`src/rtl/eq_arb_pkg.sv`:
```
// rtl/eq_arb_pkg.sv - shared types and constants for the equality compare arbiter
package eq_arb_pkg;

  localparam int DATA_WIDTH_DEF = 8;
  localparam int CNT_WIDTH      = 16;

  typedef enum logic [1:0] {
    IDLE = 2'd0,
    CMP  = 2'd1,
    RSP  = 2'd2
  } state_e;

endpackage

```
`src/rtl/eq_compare_unit.sv`:
```
// rtl/eq_compare_unit.sv - combinational unsigned equality comparator with select
module eq_compare_unit
  import eq_arb_pkg::*;
#(
  parameter int DATA_WIDTH = DATA_WIDTH_DEF
) (
  input  logic [DATA_WIDTH-1:0] a_in,
  input  logic [DATA_WIDTH-1:0] b_in,
  output logic                  eq_out,
  output logic                  ne_out,
  output logic [DATA_WIDTH-1:0] sel_out
);

  logic w_eq;

  assign w_eq    = (a_in == b_in);
  assign eq_out  = w_eq;
  assign ne_out  = ~w_eq;
  assign sel_out = w_eq ? a_in : b_in;

endmodule

```
`src/rtl/equality_compare_arbiter.sv`:
```
// rtl/equality_compare_arbiter.sv - two-requester round-robin equality compare engine; EQ_ARB_STATS_EN adds match/mismatch counters
module equality_compare_arbiter
  import eq_arb_pkg::*;
#(
  parameter int DATA_WIDTH = DATA_WIDTH_DEF
) (
  input  logic                  clk,
  input  logic                  reset_n,
  input  logic                  req0_valid_in,
  input  logic [DATA_WIDTH-1:0] req0_a_in,
  input  logic [DATA_WIDTH-1:0] req0_b_in,
  output logic                  req0_ready_out,
  input  logic                  req1_valid_in,
  input  logic [DATA_WIDTH-1:0] req1_a_in,
  input  logic [DATA_WIDTH-1:0] req1_b_in,
  output logic                  req1_ready_out,
  input  logic                  rsp_ready_in,
  output logic                  rsp_valid_out,
  output logic                  rsp_id_out,
  output logic                  rsp_eq_out,
  output logic                  rsp_ne_out,
  output logic [DATA_WIDTH-1:0] rsp_sel_out
`ifdef EQ_ARB_STATS_EN
  ,
  output logic [CNT_WIDTH-1:0]  match_cnt_out,
  output logic [CNT_WIDTH-1:0]  mismatch_cnt_out
`endif
);

  state_e                r_state;
  state_e                w_state_nxt;
  logic                  r_last_grant;
  logic                  r_id;
  logic [DATA_WIDTH-1:0] r_a;
  logic [DATA_WIDTH-1:0] r_b;
  logic                  r_eq;
  logic                  r_ne;
  logic [DATA_WIDTH-1:0] r_sel;

  logic                  w_any_valid;
  logic                  w_grant_id;
  logic                  w_xfer;
  logic                  w_cmp_eq;
  logic                  w_cmp_ne;
  logic [DATA_WIDTH-1:0] w_cmp_sel;

  // On contention the requester that did not win last time goes next.
  assign w_any_valid = req0_valid_in | req1_valid_in;
  assign w_grant_id  = (req0_valid_in & req1_valid_in) ? ~r_last_grant : ~req0_valid_in;

  always_ff @(posedge clk or negedge reset_n) begin
    if (!reset_n) begin
      r_state <= IDLE;
    end else begin
      r_state <= w_state_nxt;
    end
  end

  always_comb begin
    w_state_nxt    = r_state;
    req0_ready_out = 1'b0;
    req1_ready_out = 1'b0;
    w_xfer         = 1'b0;
    case (r_state)
      IDLE: begin
        req0_ready_out = req0_valid_in & ~w_grant_id;
        req1_ready_out = req1_valid_in & w_grant_id;
        w_xfer         = w_any_valid;
        if (w_any_valid) begin
          w_state_nxt = CMP;
        end
      end
      CMP: begin
        w_state_nxt = RSP;
      end
      RSP: begin
        if (rsp_ready_in) begin
          w_state_nxt = IDLE;
        end
      end
      default: begin
        w_state_nxt = IDLE;
      end
    endcase
  end

  eq_compare_unit #(
    .DATA_WIDTH(DATA_WIDTH)
  ) u_cmp (
    .a_in   (r_a),
    .b_in   (r_b),
    .eq_out (w_cmp_eq),
    .ne_out (w_cmp_ne),
    .sel_out(w_cmp_sel)
  );

  always_ff @(posedge clk or negedge reset_n) begin
    if (!reset_n) begin
      r_last_grant <= 1'b1;
      r_id         <= 1'b0;
      r_a          <= '0;
      r_b          <= '0;
      r_eq         <= 1'b0;
      r_ne         <= 1'b0;
      r_sel        <= '0;
    end else begin
      if (w_xfer) begin
        r_a          <= w_grant_id ? req1_a_in : req0_a_in;
        r_b          <= w_grant_id ? req1_b_in : req0_b_in;
        r_id         <= w_grant_id;
        r_last_grant <= w_grant_id;
      end
      if (r_state == CMP) begin
        r_eq  <= w_cmp_eq;
        r_ne  <= w_cmp_ne;
        r_sel <= w_cmp_sel;
      end
    end
  end

  assign rsp_valid_out = (r_state == RSP);
  assign rsp_id_out    = r_id;
  assign rsp_eq_out    = r_eq;
  assign rsp_ne_out    = r_ne;
  assign rsp_sel_out   = r_sel;

`ifdef EQ_ARB_STATS_EN
  logic [CNT_WIDTH-1:0] r_match_cnt;
  logic [CNT_WIDTH-1:0] r_mismatch_cnt;

  // Counted on the CMP->RSP edge; both counters saturate rather than wrap.
  always_ff @(posedge clk or negedge reset_n) begin
    if (!reset_n) begin
      r_match_cnt    <= '0;
      r_mismatch_cnt <= '0;
    end else if (r_state == CMP) begin
      if (w_cmp_eq && (r_match_cnt != {CNT_WIDTH{1'b1}})) begin
        r_match_cnt <= r_match_cnt + 1'b1;
      end
      if (!w_cmp_eq && (r_mismatch_cnt != {CNT_WIDTH{1'b1}})) begin
        r_mismatch_cnt <= r_mismatch_cnt + 1'b1;
      end
    end
  end

  assign match_cnt_out    = r_match_cnt;
  assign mismatch_cnt_out = r_mismatch_cnt;
`endif

endmodule

```
`config.mk`:
```
export PLATFORM = sky130hd
export DESIGN_NAME = equality_compare_arbiter
export DESIGN_NICKNAME = d
export VERILOG_FILES = /design/src/rtl/eq_arb_pkg.sv /design/src/rtl/eq_compare_unit.sv /design/src/rtl/equality_compare_arbiter.sv
export SDC_FILE = /design/constraint.sdc
export NUM_CORES = 1
export LEC_CHECK = 0
export ABC_AREA = 1
export CAP_MARGIN = 20
export CORE_MARGIN = 3
export CORE_UTILIZATION = 45
export CTS_CLUSTER_DIAMETER = 30
export DETAILED_ROUTE_END_ITERATION = 10
export GPL_TIMING_DRIVEN = 0
export PLACE_DENSITY_LB_ADDON = 0.15
export SLEW_MARGIN = 10
export SYNTH_ARGS = -nofsm -noshare
export SYNTH_HDL_FRONTEND = slang
export SYNTH_SLANG_ARGS = --single-unit
```
`constraint.sdc`:
```
create_clock -name clk -period 1.46 [get_ports clk]
set_input_delay 0.219 -clock clk [delete_from_list [all_inputs] [get_ports clk]]
set_output_delay 0.219 -clock clk [all_outputs]
set_load 0.005 [all_outputs]
```
# [Yosys cells after proc, flatten, opt, wreduce, memory -nomap -nowiden]
# Index checks and enable logic that the tools add are counted.
[totals] register_bits=30 inputBits=37
[classes] n_eq_ne=5 n_mux=10 n_bitwise=8 n_reduce_logical=2
[ops] op="8-bit two-way mux" count=3
[ops] op="8-bit == test" count=1
[ops] op="2-bit one-hot mux with 3 select lines" count=1
[ops] op="1-bit two-way mux" count=4
[ops] op="2-bit two-way mux" count=2
[ops] op="2-bit != test (second input constant)" count=2
[ops] op="1-bit NOT" count=4
[ops] op="1-bit AND" count=3
[ops] op="2-bit by 1-bit == test with 1-bit output (second input constant)" count=1
[ops] op="2-bit == test (second input constant)" count=1
[ops] op="2-bit zero test" count=1
[ops] op="2-bit AND reduction" count=1
[ops] op="1-bit bitwise OR" count=1

# [Longest topological paths before layout]
[logic_depth] depth_word=5 depth_mapped=8 mapped_depth_nobuf=8

# [By module]
# From an unflattened synthesis, not the netlist that was laid out.
[unflattened] cells_unflattened=272 hier_area_um2=1780.5
[by_module_without_submodules] mod="equality_compare_arbiter" instances=1 cells_per_inst=201 area_each_um2=1505.2
[by_module_without_submodules] mod="eq_compare_unit" instances=1 cells_per_inst=71 area_each_um2=275.3

# [Worst setup path before layout]
# No wires, ideal clock.
[synth_path] path_type="register to output" from="reg r_state[0]" to="out req1_ready_out" arrival_ps=999 required_ps=1241 path_slack_ps=242 stages_incl_launch_ff=7 cell_sequence="dfrtp_1 inv_1 nand2_1 a21oi_4 buf_4 nand2_2 inv_1"
[synth_via] elab_chain_cells=2
[synth_lines] item="start, declared" line_no="equality_compare_arbiter.sv:30" text="state_e r_state;"
[synth_lines] item="start signal, assigned" line_no="equality_compare_arbiter.sv:55" text="r_state <= w_state_nxt;"
[synth_lines] item="2-bit zero test" line_no="equality_compare_arbiter.sv:64" text="case (r_state)"
[synth_lines] item="1-bit two-way mux" line_no="equality_compare_arbiter.sv:64"
[synth_lines] item="end, declared" line_no="equality_compare_arbiter.sv:16" text="output logic req1_ready_out,"
# No other way between the ends.

# [Worst setup path in the final report]
# Ends and elaborated chain as after synthesis.

==> qor.txt <==
TritonCTS clock tree: built
Final Critical Period: 1550 ps
Clock insertion delay at the later pin of the skew report: 330 ps
Global Route Usage Sum: 19.1%
Yosys top cell by area: dfrtp_1
Antenna violations before repair: 0
#FFs+latches synth: 30
Crit Reg-Reg Endpoint: r_a[0]
First-pass GRT wire length: 5.86 mm
Reg power frac: 35.4%
Starting DRT DRC Count: 62
Die height: 63.5 um
Via Count: 1,366
Hold WC Path Type: in2async
R2R Setup Slk: 10 ps
VDD IR max: 947 uV
Leakage: 0.00104 uW
Setup ws final: -90.4 ps
R2r startpoint: r_last_grant
# diodes: 0
Slowest cell delay on critical path: 410 ps
Internal Pwr Total: 2610 uW
Area Growth Syn to Fin: 48.6%
Syn avg cell area: 9.11 sq um
Layout net count: 269
Setup violators final: 2
Maxcap violations: 0
RSZ-0062 raised after global routing: yes
Psw: 1580 uW
GRT overflow: 0
Synthesized Nets: 200
Routed length on met3: 271 um
Critical path arrival: 1330 ps
DP HPWL: 2.60 mm
# IOs: 51
Failing checks: setup timing
Filler instances: 264
DR top layer: met4
Residual DRC: 0
Final core utilization: 71.1%
Register area share after synthesis: 50.6%
Worst slew pin tran: 652 ps
Top cell type's share of synthesized area: 48.9%
Worst-path clk slew: 90 ps
Total Wirelength: 3.59 mm
Largest net degree at the start of global routing: 31
IO buf count: 50
Synth top area cells: dfrtp_1 49%, o22ai_2 8.4%, nand2_1 7.3%
WL met2: 1.79 mm
Inserted Clock Buffers: 5
H-tree Lvls: 2
CP startpoint kind: flop
DR vias/cell: 4.93
Antenna-violating nets left: 0
First drt pass iteration count: 4
Final hold slack: 449 ps
Final worst-path cycle share: 106%
CP cell instances: inv_2 > nand2_4 > a21oi_4 > buf_6 > nand2_4 > inv_2 > buf_6
Place WS: -711 ps
Post-synth cell types: 20
CP endpoint kind: output pin
Critical path data required time: 1240 ps
Max Fanout on Critical Path: 3
Average wire per standard cell: 12.9 um
Post-Synthesis Cells: 163
Setup tns final: -153 ps
Worst reg2reg path depth: 6
CP max-delay cell: dfrtp_1
Bufs on Longest Clock Path: 2
Core area: 3100 sq um
Switch share: 37.7%
Mapped Area: 1490 sq um
Met1 WL: 1.46 mm
Root Driver: clkbuf_4
Max-slew headroom: 56.5%
Die area: 4030 sq um
Fin. Hold Viols: 0
Power Density: 1900 nW/um^2
Clk sink count: 30
Total Power: 4190 uW
Combinational group share of total power: 52.2%
YS warnings: 0
CP Class: reg2out
Row cnt: 20
Number of global-route vias before repair: 1,315
Final GP Congestion: 0.808
Share of cells above drive strength 1: 22.7%
Status: complete, but fails checks
Die X: 63.5 um
Fmax: 645 MHz
Clk_skew: 4.30 ps
Clock share of power: 12.3%
Initial Util: 47.9%
Max Slew Vio Count: 0
state kept, by name (all words and copies together), names as in the netlist:
register	flops
rsp_sel_out	8
rsp_id_out	1
rsp_ne_out	1
rsp_eq_out	1
r_a	8
r_b	8
r_state	2
r_last_grant	1
metal layers:
metal / vias to the layer above / track usage, %
li1: 666 / -
met1: 642 / 22.3
met2: 48 / 33.2
met3: 10 / 4.81
met4: 0 / 7.28
met5: - / 0
cell type report:
class | instances | area (sq um) | share of cell area, %
multi-input combinational | 103 | 604 | 27.4
timing repair buffer | 62 | 588 | 26.6
inverter | 24 | 90.1 | 4.08
clock inverter | 1 | 5.00 | 0.227
sequential | 30 | 752 | 34.1
tap | 44 | 55.1 | 2.49
buffer | 6 | 57.6 | 2.61
clock buffer | 7 | 55.1 | 2.49
cell usage after synthesis:
| cell type | number |
|---|---|
| nor2_1 | 21 |
| a21oi_4 | 1 |
| buf_2 | 1 |
| dfrtp_1 | 29 |
| nand3_1 | 1 |
| nand2_2 | 2 |
| a21oi_2 | 1 |
| inv_1 | 20 |
| buf_6 | 3 |
| o22ai_2 | 10 |
| o22ai_1 | 5 |
| a31oi_2 | 1 |
| o21ai_0 | 17 |
| o21ai_1 | 9 |
| o21ai_4 | 1 |
| dfstp_2 | 1 |
| nand2_1 | 29 |
| xnor2_1 | 5 |
| buf_4 | 2 |
| inv_2 | 4 |
power by group through the flow:
| stage | Sequential, uW | Clock [uW] | Combinational [uW] |
|---|---|---|---|
| floorplan | 1470 | 0 | 1270 |
| CTS | 1490 | 524 | 2100 |
| global placement | 1480 | 0 | 1920 |
| global route | 1540 | 561 | 2440 |
| detailed placement | 1500 | 0 | 1970 |
| finish | 1480 | 517 | 2190 |
stage by stage:
step | std cells | cell area (sq um)
floorplan | 163 | 1490
global placement | 257 | 2040
detailed placement | 257 | 2040
CTS | 273 | 2160
global route | 277 | 2210
finish | 277 | 2210
cells by family after synthesis:
kind of cell | after synthesis | share of synthesized area [%]
buffers and inverters | 30 | 9.69
xor gates and xnor gates | 5 | 2.95
and+or+nand+nor | 53 | 13.8
AOI/OAI and AO/OA | 45 | 22.9
DFF | 30 | 50.6
worst max-delay path: cells and delay by family, from the launching register on:
kind | cells | cell delay (ps)
compound gates | 1 | 140
buf+inv | 4 | 350
flops | 1 | 410
simple gates | 2 | 110
how the worst max path moves through the flow:
stage | startpoint | endpoint | slack [ps] | cells past startpoint
floorplan | r_state[0] | req1_ready_out | 240 | 6
global placement | req0_valid_in | req1_ready_out | -690 | 7
detailed placement | req0_valid_in | req1_ready_out | -710 | 7
CTS | r_state[1] | req1_ready_out | -80 | 7
global route | r_state[1] | req1_ready_out | -160 | 7
finish | r_state[0] | req1_ready_out | -90 | 7
cells in the final DEF, fill, tap and decap left out:
master	count
o21ai_0	17
clkbuf_1	1
o21ai_1	9
clkdlybuf4s50_1	44
nand2_2	1
dlygate4sd3_1	1
dfstp_2	1
clkbuf_8	1
clkinv_2	1
inv_2	7
xnor2_1	5
a31oi_2	1
dlygate4sd2_1	1
dlymetal6s2s_1	2
clkbuf_4	5
nor2_1	20
inv_1	17
a21oi_2	1
dfrtp_1	29
o22ai_1	5
a21oi_4	1
buf_6	5
nand2_4	2
buf_4	12
nand3_1	1
o21ai_4	1
o22ai_2	10
nand2_1	28
nor2_2	1
buf_2	3
timing repair:
action | CTS | global route
pin swaps | 2 | 1
setup endpoints to repair | 3 | 16
gates resized for setup | 14 | 6
setup buffers | 7 | 4
gates cloned | 0 | 0
endpoints found under the hold margin | 29 | 0
hold buffers | 1 | 0
Note: power is estimated with default switching activity, not from simulation.
